`src/rtl/aes_platform_pkg.sv`:
```
`default_nettype none
// ============================================================================
// aes_platform_pkg : shared types and defaults for the platform block links
// Revision 1.0
// ============================================================================
package aes_platform_pkg;

  typedef enum logic [1:0] {
    IDLE     = 2'd0,
    SEND     = 2'd1,
    WAIT_ACK = 2'd2
  } link_state_t;

  localparam int ACK_OPEN   = 0;
  localparam int ACK_CLOSED = 1;

  localparam int DEF_BLK_W  = 128;
  localparam int DEF_BUS_W  = 8;

endpackage
`default_nettype wire

```
`src/rtl/sync2.sv`:
```
`default_nettype none
// ============================================================================
// sync2 : two-flop synchroniser, synchronous active-low reset to 0
// Revision 1.0
// ============================================================================
module sync2 (
  input  logic clk,
  input  logic rst_n,
  input  logic d_i,
  output logic q_o
);

  logic meta_q;
  logic sync_q;

  always_ff @(posedge clk) begin
    if (!rst_n) begin
      meta_q <= 1'b0;
      sync_q <= 1'b0;
    end else begin
      meta_q <= d_i;
      sync_q <= meta_q;
    end
  end

  assign q_o = sync_q;

endmodule
`default_nettype wire

```
`src/rtl/block_link_tx.sv`:
```
`default_nettype none
// ============================================================================
// block_link_tx : pops blocks from a show-ahead FIFO and sends them as beats
// Revision 1.0
// ============================================================================
module block_link_tx
  import aes_platform_pkg::*;
#(
  parameter int BLK_W    = DEF_BLK_W,
  parameter int BUS_W    = DEF_BUS_W,
  parameter int ACK_MODE = ACK_OPEN,
  parameter int TIMEOUT  = 1023
) (
  input  logic             clk,
  input  logic             rst_n,
  input  logic             en,
  input  logic [BLK_W-1:0] data,
  input  logic             empty,
  output logic             require,
  output logic             shakehand,
  output logic [BUS_W-1:0] tx,
  input  logic             ack,
  output logic             busy,
  output logic             timeout_err,
  output logic [31:0]      sent_cnt,
  output logic [15:0]      err_cnt
);

  localparam int BEATS = BLK_W / BUS_W;
  localparam int CNT_W = (BEATS > 1) ? $clog2(BEATS) : 1;
  localparam int TMR_W = (TIMEOUT > 1) ? $clog2(TIMEOUT + 1) : 1;

  generate
    if (((BLK_W % BUS_W) != 0) || (TIMEOUT < 1)) begin : g_bad_params
      $error("block_link_tx: BLK_W must be a multiple of BUS_W and TIMEOUT >= 1");
    end
  endgenerate

  link_state_t      state_q, state_d;
  logic [BLK_W-1:0] blk_q, blk_d;
  logic [CNT_W-1:0] beat_cnt_q, beat_cnt_d;
  logic [TMR_W-1:0] timer_q, timer_d;
  logic [BUS_W-1:0] tx_q, tx_d;
  logic             shake_q, shake_d;
  logic             require_q, require_d;
  logic             terr_q, terr_d;
  logic [31:0]      sent_q, sent_d;
  logic [15:0]      err_q, err_d;
  logic             ack_s;
  logic             last_beat;

  sync2 u_ack_sync (
    .clk   (clk),
    .rst_n (rst_n),
    .d_i   (ack),
    .q_o   (ack_s)
  );

  assign last_beat = (beat_cnt_q == CNT_W'(BEATS - 1));

  always_ff @(posedge clk) begin
    if (!rst_n) begin
      state_q    <= IDLE;
      blk_q      <= '0;
      beat_cnt_q <= '0;
      timer_q    <= '0;
      tx_q       <= '0;
      shake_q    <= 1'b0;
      require_q  <= 1'b0;
      terr_q     <= 1'b0;
      sent_q     <= '0;
      err_q      <= '0;
    end else begin
      state_q    <= state_d;
      blk_q      <= blk_d;
      beat_cnt_q <= beat_cnt_d;
      timer_q    <= timer_d;
      tx_q       <= tx_d;
      shake_q    <= shake_d;
      require_q  <= require_d;
      terr_q     <= terr_d;
      sent_q     <= sent_d;
      err_q      <= err_d;
    end
  end

  // The block register shifts left per beat, so the outgoing beat is always its top slice.
  always_comb begin
    state_d    = state_q;
    blk_d      = blk_q;
    beat_cnt_d = beat_cnt_q;
    timer_d    = timer_q;
    tx_d       = tx_q;
    shake_d    = shake_q;
    require_d  = 1'b0;
    terr_d     = 1'b0;
    sent_d     = sent_q;
    err_d      = err_q;
    case (state_q)
      IDLE: begin
        if (!empty) begin
          blk_d      = data;
          beat_cnt_d = '0;
          require_d  = 1'b1;
          state_d    = SEND;
        end
      end
      SEND: begin
        if (en) begin
          tx_d    = blk_q[BLK_W-1 -: BUS_W];
          shake_d = ~shake_q;
          blk_d   = blk_q << BUS_W;
          if (ACK_MODE == ACK_CLOSED) begin
            timer_d = '0;
            state_d = WAIT_ACK;
          end else if (last_beat) begin
            sent_d  = sent_q + 32'd1;
            state_d = IDLE;
          end else begin
            beat_cnt_d = beat_cnt_q + CNT_W'(1);
          end
        end
      end
      WAIT_ACK: begin
        // Accept is checked first so it wins over a coincident timeout.
        if (ack_s == shake_q) begin
          if (last_beat) begin
            sent_d  = sent_q + 32'd1;
            state_d = IDLE;
          end else begin
            beat_cnt_d = beat_cnt_q + CNT_W'(1);
            state_d    = SEND;
          end
        end else if (timer_q == TMR_W'(TIMEOUT - 1)) begin
          terr_d  = 1'b1;
          state_d = IDLE;
          if (err_q != 16'hFFFF) begin
            err_d = err_q + 16'd1;
          end
        end else begin
          timer_d = timer_q + TMR_W'(1);
        end
      end
      default: state_d = IDLE;
    endcase
  end

  assign require     = require_q;
  assign shakehand   = shake_q;
  assign tx          = tx_q;
  assign busy        = (state_q != IDLE);
  assign timeout_err = terr_q;
  assign sent_cnt    = sent_q;
  assign err_cnt     = err_q;

endmodule
`default_nettype wire

```
`config.mk`:
```
export PLATFORM = sky130hd
export DESIGN_NAME = block_link_tx
export DESIGN_NICKNAME = d
export VERILOG_FILES = /design/src/rtl/aes_platform_pkg.sv /design/src/rtl/sync2.sv /design/src/rtl/block_link_tx.sv
export SDC_FILE = /design/constraint.sdc
export NUM_CORES = 1
export LEC_CHECK = 0
export ABC_CLOCK_PERIOD_IN_PS = 1700
export CORE_MARGIN = 10
export CORE_UTILIZATION = 30
export DETAILED_ROUTE_END_ITERATION = 8
export PLACE_DENSITY = 0.62
export SKIP_LAST_GASP = 1
export SLEW_MARGIN = 20
export SYNTH_ARGS = -nofsm -noshare
export SYNTH_HDL_FRONTEND = slang
export SYNTH_SLANG_ARGS = --single-unit
```
`constraint.sdc`:
```
create_clock -name clk -period 1.7 [get_ports clk]
set_input_delay 0.34 -clock clk [delete_from_list [all_inputs] [get_ports clk]]
set_output_delay 0.34 -clock clk [all_outputs]
set_load 0.05 [all_outputs]
```
### Yosys cells after proc, flatten, opt, wreduce, memory -nomap -nowiden

Cells that the tools add are included.

| storage, ports and cells | value |
|---|---|
| flip-flop bits (word level) | 205 |
| input port bits | 133 |
| output and inout bits | 60 |

| cells by class | value |
|---|---|
| $add $sub $neg | 4 |
| equal/unequal tests | 11 |
| mux-type cells | 21 |
| bitwise gates (word level) | 5 |
| reduce and logical (&&, ||, !) cells | 14 |

Operators by type and width:

| operator | number |
|---|---|
| $mux W128 | 2 |
| $pmux W128 S2 | 1 |
| $mux W32 | 3 |
| $pmux W32 S2 | 1 |
| $add A32 B1 Y32 const B | 1 |
| $add A16 B1 Y16 const B | 1 |
| $mux W4 | 4 |
| $ne A16 B16 Y1 const B | 1 |
| $pmux W4 S3 | 1 |
| $reduce_and A4 Y1 | 3 |
| $add A10 B1 Y10 const B | 1 |
| $eq A10 B10 Y1 const B | 1 |
| $mux W2 | 5 |
| $reduce_and A3 Y1 | 3 |
| $ne A2 B2 Y1 const B | 4 |
| $pmux W2 S3 | 1 |
| $reduce_bool A2 Y1 | 3 |
| $not A1 Y1 | 5 |
| $add A4 B1 Y4 const B | 1 |
| $eq A4 B4 Y1 const B | 1 |
| $reduce_and A2 Y1 | 2 |
| $mux W1 | 3 |
| $ne A3 B3 Y1 const B | 1 |
| $reduce_bool A3 Y1 | 1 |
| 5 further kinds | 5 |

### Depth between registers and ports, before layout

| logic depth | value |
|---|---|
| depth in word-level cells | 4 |
| mapped depth | 8 |
| depth with buffers taken out | 5 |

### Worst setup path after synthesis

No wires, ideal clock.

| timing | value |
|---|---|
| path kind | reg2reg |
| from | register sent_q[0], in the netlist sent_cnt[0] |
| to | register sent_q[22], in the netlist sent_cnt[22] |
| setup time | 70 ps |
| arrival | 1927 ps |
| data required time | 1630 ps |
| slack | -297 ps |
| stages on the path, launching flop included | 7 |
| path buffers | 1 |
| path through | dfxtp_1 -> ha_1 -> and3_4 -> nand4_4 -> buf_6 -> or4_1 -> a21oi_1 |

| between the ends | value |
|---|---|
| cells in the longest elaborated chain, start to end | 4 |
| elaborated cells on any way between the ends | 5 |
| classes of those cells | add/sub (1); mux (4) |

RTL lines:

| element | RTL line | RTL |
|---|---|---|
| start, declared | block_link_tx.sv:47 | `logic [31:0] sent_q, sent_d;` |
| start signal, assigned | block_link_tx.sv:82 | `sent_q <= sent_d;` |
| $add A32 B1 Y32 * | block_link_tx.sv:117, block_link_tx.sv:128 |  |
| $mux W32 * | block_link_tx.sv:116, block_link_tx.sv:127 |  |
| $mux W32 (on tied branches) | block_link_tx.sv:126, block_link_tx.sv:109 |  |
| $pmux W32 S2 * | block_link_tx.sv:99 | `case (state_q)` |

Every way passes the cells marked *; elsewhere a longest branch is shown, timed or not. The select of a mux whose other input is x is not followed.
A chain may end at the register's enable or synchronous reset.

### Final worst setup path

| timing | value |
|---|---|
| from | register beat_cnt_q[0] |
| to | register sent_q[11], in the netlist sent_cnt[11] |

| between the ends | value |
|---|---|
| cells in the longest elaborated chain, start to end | 4 |
| elaborated cells on any way between the ends | 5 |
| classes of those cells | eq/ne (1); mux (4) |

RTL lines:

| element | RTL line | RTL |
|---|---|---|
| start, declared | block_link_tx.sv:41 | `logic [CNT_W-1:0] beat_cnt_q, beat_cnt_d;` |
| start signal, assigned | block_link_tx.sv:76 | `beat_cnt_q <= beat_cnt_d;` |
| $eq A4 B4 Y1 * | block_link_tx.sv:59 | `assign last_beat = (beat_cnt_q == CNT_W'(BEATS - 1));` |
| $mux W32 * | n/a |  |
| $mux W32 (on tied branches) | n/a |  |
| $pmux W32 S2 * | n/a |  |

Marked as above.

==> flow_summary.ini <==
[cts]
root_buffer = clkbuf_16
clk_latency_ps = 430
ctsHoldBuffers = 0
cts_tree = yes
cts_buffers = 17
htreeDepth = 4
cts.sinks = 175
clock_path_buffers = 2
clk_pin_slew_ps = 80

[setup_path]
r2r_setup_slack_ps = 90
arrival_ps = 1970
path_max_fanout = 17
crit_required_ps = 2050
start_kind = flip-flop
r2r-start = beat_cnt_q[0]$_SDFFE_PN0P_
worst_r2r_endpoint = sent_cnt[11]$_SDFFE_PN0P_
crit_type = reg2reg
startpoint = beat_cnt_q[0]$_SDFFE_PN0P_
end_kind = flip-flop
worstRegToRegCells = 6

[synthesis]
async_flop_share = 0
yosysSeqAreaShare = 0.450
synth_cells = 833
synth-edff-count = 0
yosys.area.top_type = dfxtp_1
synth-main-ff-cell = dfxtp_1
synth_area_leaders = dfxtp_1 45%, mux2i_1 16%, a211oi_1 12%, nor2_1 6.9%, nand2_1 2.0%
yosysUniqueCellTypes = 37
synth-seq-cells = 175
syn_area_per_cell_um2 = 9.34
yosysMostFrequentCell = dfxtp_1
synth_top_area_frac = 0.450
ys_top_cells_by_count = 175 x dfxtp_1, 144 x nor2_1, 128 x mux2i_1, 120 x a211oi_1, 41 x nand2_1
syn-cell-area_um2 = 7780
synth-warning-count = 0

[sta]
holdWs_ps = 454
setup_ws_ps = 85.3
relSlewSlack = 0.622
finalCriticalPeriod_ps = 1610
fmax_ghz = 0.619
period_share = 0.950
worst_slew_pin_slew_ps = 564
slew_violations = 0
fin_skew_ps = 16.6
hold_violations = 0
final-setup-viol-count = 0

[route]
firstDrtPassIters = 4
drtIter0Drc = 317
wl_met1_um = 10100
drc = 0
ant_nets = 0
wl_per_cell_um = 15.9
maxUsedRoutingLayer = met4
dr_wl_met2_um = 10100
vias_per_cell = 4.75
route.met3.wl_um = 1280
num_vias = 6471
wl_um = 21600

[placement]
hpwlAfterDp_um = 15600
portBuffers = 174
routabilityCongestion = 0.773
place_ws_ps = -319
post_dp_cell_area_um2 = 10100

[die]
start_util = 0.307
core_area_um2 = 25300
die_area_um2 = 32800
io_pins = 193
die_h_um = 181
die_x_um = 181
std_cell_rows = 58

[global_route]
grt.total_usage = 0.129
grt_max_degree = 64
antenna_found_initial = 1
gr-total-overflow = 0
grt_pass1_wl_um = 35100
grt_pass1_vias = 6564

[power]
power.share.switching = 0.274
intPower_mw = 7.48
power.net_switching_mw = 2.83
pwr-share-comb = 0.167
ir_drop_mv = 0.478
finalPower_mw = 10.3
pwr-share-clk = 0.387
power_leakage_nw = 4.09
pwr-share-seq = 0.445
powerDensity_nw_per_um2 = 956

[cells_and_area]
fill_cells = 2509
final_layout_size_suffix_gt1_frac = 0.169
nNetsFinal = 1154
stdcell_area_um2 = 10800
multiInputGateArea_um2 = 3860
area_growth_pct = 38.5
regArea_um2 = 3570

[run_status]
status = completed

[run]
cap_violations = 0

[min_path]
holdPathStages = 2
hold_class = reg2reg
hp-start = blk_q[121]$_SDFFE_PN0P_
min_to = tx[1]$_SDFFE_PN0P_
==> critical path: stages, from the launching register on <==
cell and delay [ps]:
dfxtp_1 330, ha_2 180, and3_4 220, nand2_1 90, buf_12 160, or4_1 400
a21oi_1 160
==> stage by stage <==
stage / TNS [ps] / utilization / instances
after global placement: -22810 / 0.398 / 1327
after global routing: -0.517 / 0.425 / 1362
final: 0 / 0.426 / 1363
after detailed placement: -26380 / 0.398 / 1327
after floorplan: -16.3 / - / 849
after CTS: 0 / 0.423 / 1360
==> routing by layer <==
layer	GRT usage	up-vias
met3	0.0398	12
met2	0.205	133
li1	-	3360
met4	0.0351	0
met5	0	-
met1	0.165	2966
==> worst max path at each step <==
stage	to	slack (ps)	cells after the start
2_1_floorplan	sent_cnt[22]$_SDFFE_PN0P_	-20	5
3_3_place_gp	sent_cnt[28]$_SDFFE_PN0P_	-260	6
3_5_place_dp	sent_cnt[26]$_SDFFE_PN0P_	-320	6
4_1_cts	busy	5	2
5_1_grt	sent_cnt[31]$_SDFFE_PN0P_	-0.5	5
6_report	sent_cnt[11]$_SDFFE_PN0P_	90	6
==> cell type report <==
| type | instances | share of cell area |
|---|---|---|
| inverter | 5 | 0.00221 |
| sequential | 175 | 0.331 |
| clock buffer | 19 | 0.0402 |
| antenna | 1 | 0.000232 |
| clock inverter | 13 | 0.0144 |
| timing repair buffer | 237 | 0.216 |
| tap | 330 | 0.0383 |
| multi-input combinational | 583 | 0.358 |
==> power groups by stage <==
stage / sequential (mW) / clock [mW] / combinational, mW
floorplan: 4.66 / 0 / 1.09
global placement: 4.68 / 0 / 1.69
detailed placement: 4.69 / 0 / 1.70
CTS: 4.59 / 4.09 / 1.73
global route: 4.63 / 4.27 / 1.91
finish: 4.59 / 3.99 / 1.72
==> cell families (layout without fill, tap and decap cells) <==
logic type / count (synthesis) / after routing / synth area share
AOI/OAI and AO/OA: 173 / 173 / 0.157
DFF: 175 / 175 / 0.450
xor gates and xnor gates: 10 / 10 / 0.0113
adders and majority gates: 2 / 2 / 0.00322
buffers and inverters: 91 / 274 / 0.0664
other: 1 / 18 / 0.000482
muxes: 128 / 128 / 0.165
and+or+nand+nor: 253 / 253 / 0.147
==> flip-flops by register name, indices dropped and copies added (netlist names) <==
| register | flops |
|---|---|
| beat_cnt_q | 4 |
| tx | 8 |
| blk_q | 128 |
| state_q | 1 |
| sent_cnt | 32 |
| require | 1 |
| shakehand | 1 |
==> placed cells by master, fill, tap and decap left out, types with 7 or more instances in the layout <==
master           Yosys  routed
dfxtp_2              0      14
dfxtp_1            175     149
a211oi_1           120     120
nand2_1             41      40
clkdlybuf4s50_1      0     131
o21ai_0              9       9
clkbuf_16            0      18
a22oi_1              8       8
nand2b_1             9       9
nor4_1               8       7
buf_4               19      90
nor2_1             144     144
dfxtp_4              0      12
a21oi_1             24      23
conb_1               1      17
nand3_1             12      11
or3_1                7       7
mux2i_1            128     128
buf_12               0      12
nand4_1              7       7
==> repair_timing <==
item | CTS | global route
gates cloned | 1 | 1
setup buffers | 0 | 1
hold endpoints to repair | 0 | 0
gates resized for setup | 2 | 13
endpoints found under the setup margin | 5 | 16
Note: power is estimated with default switching activity, not from simulation.
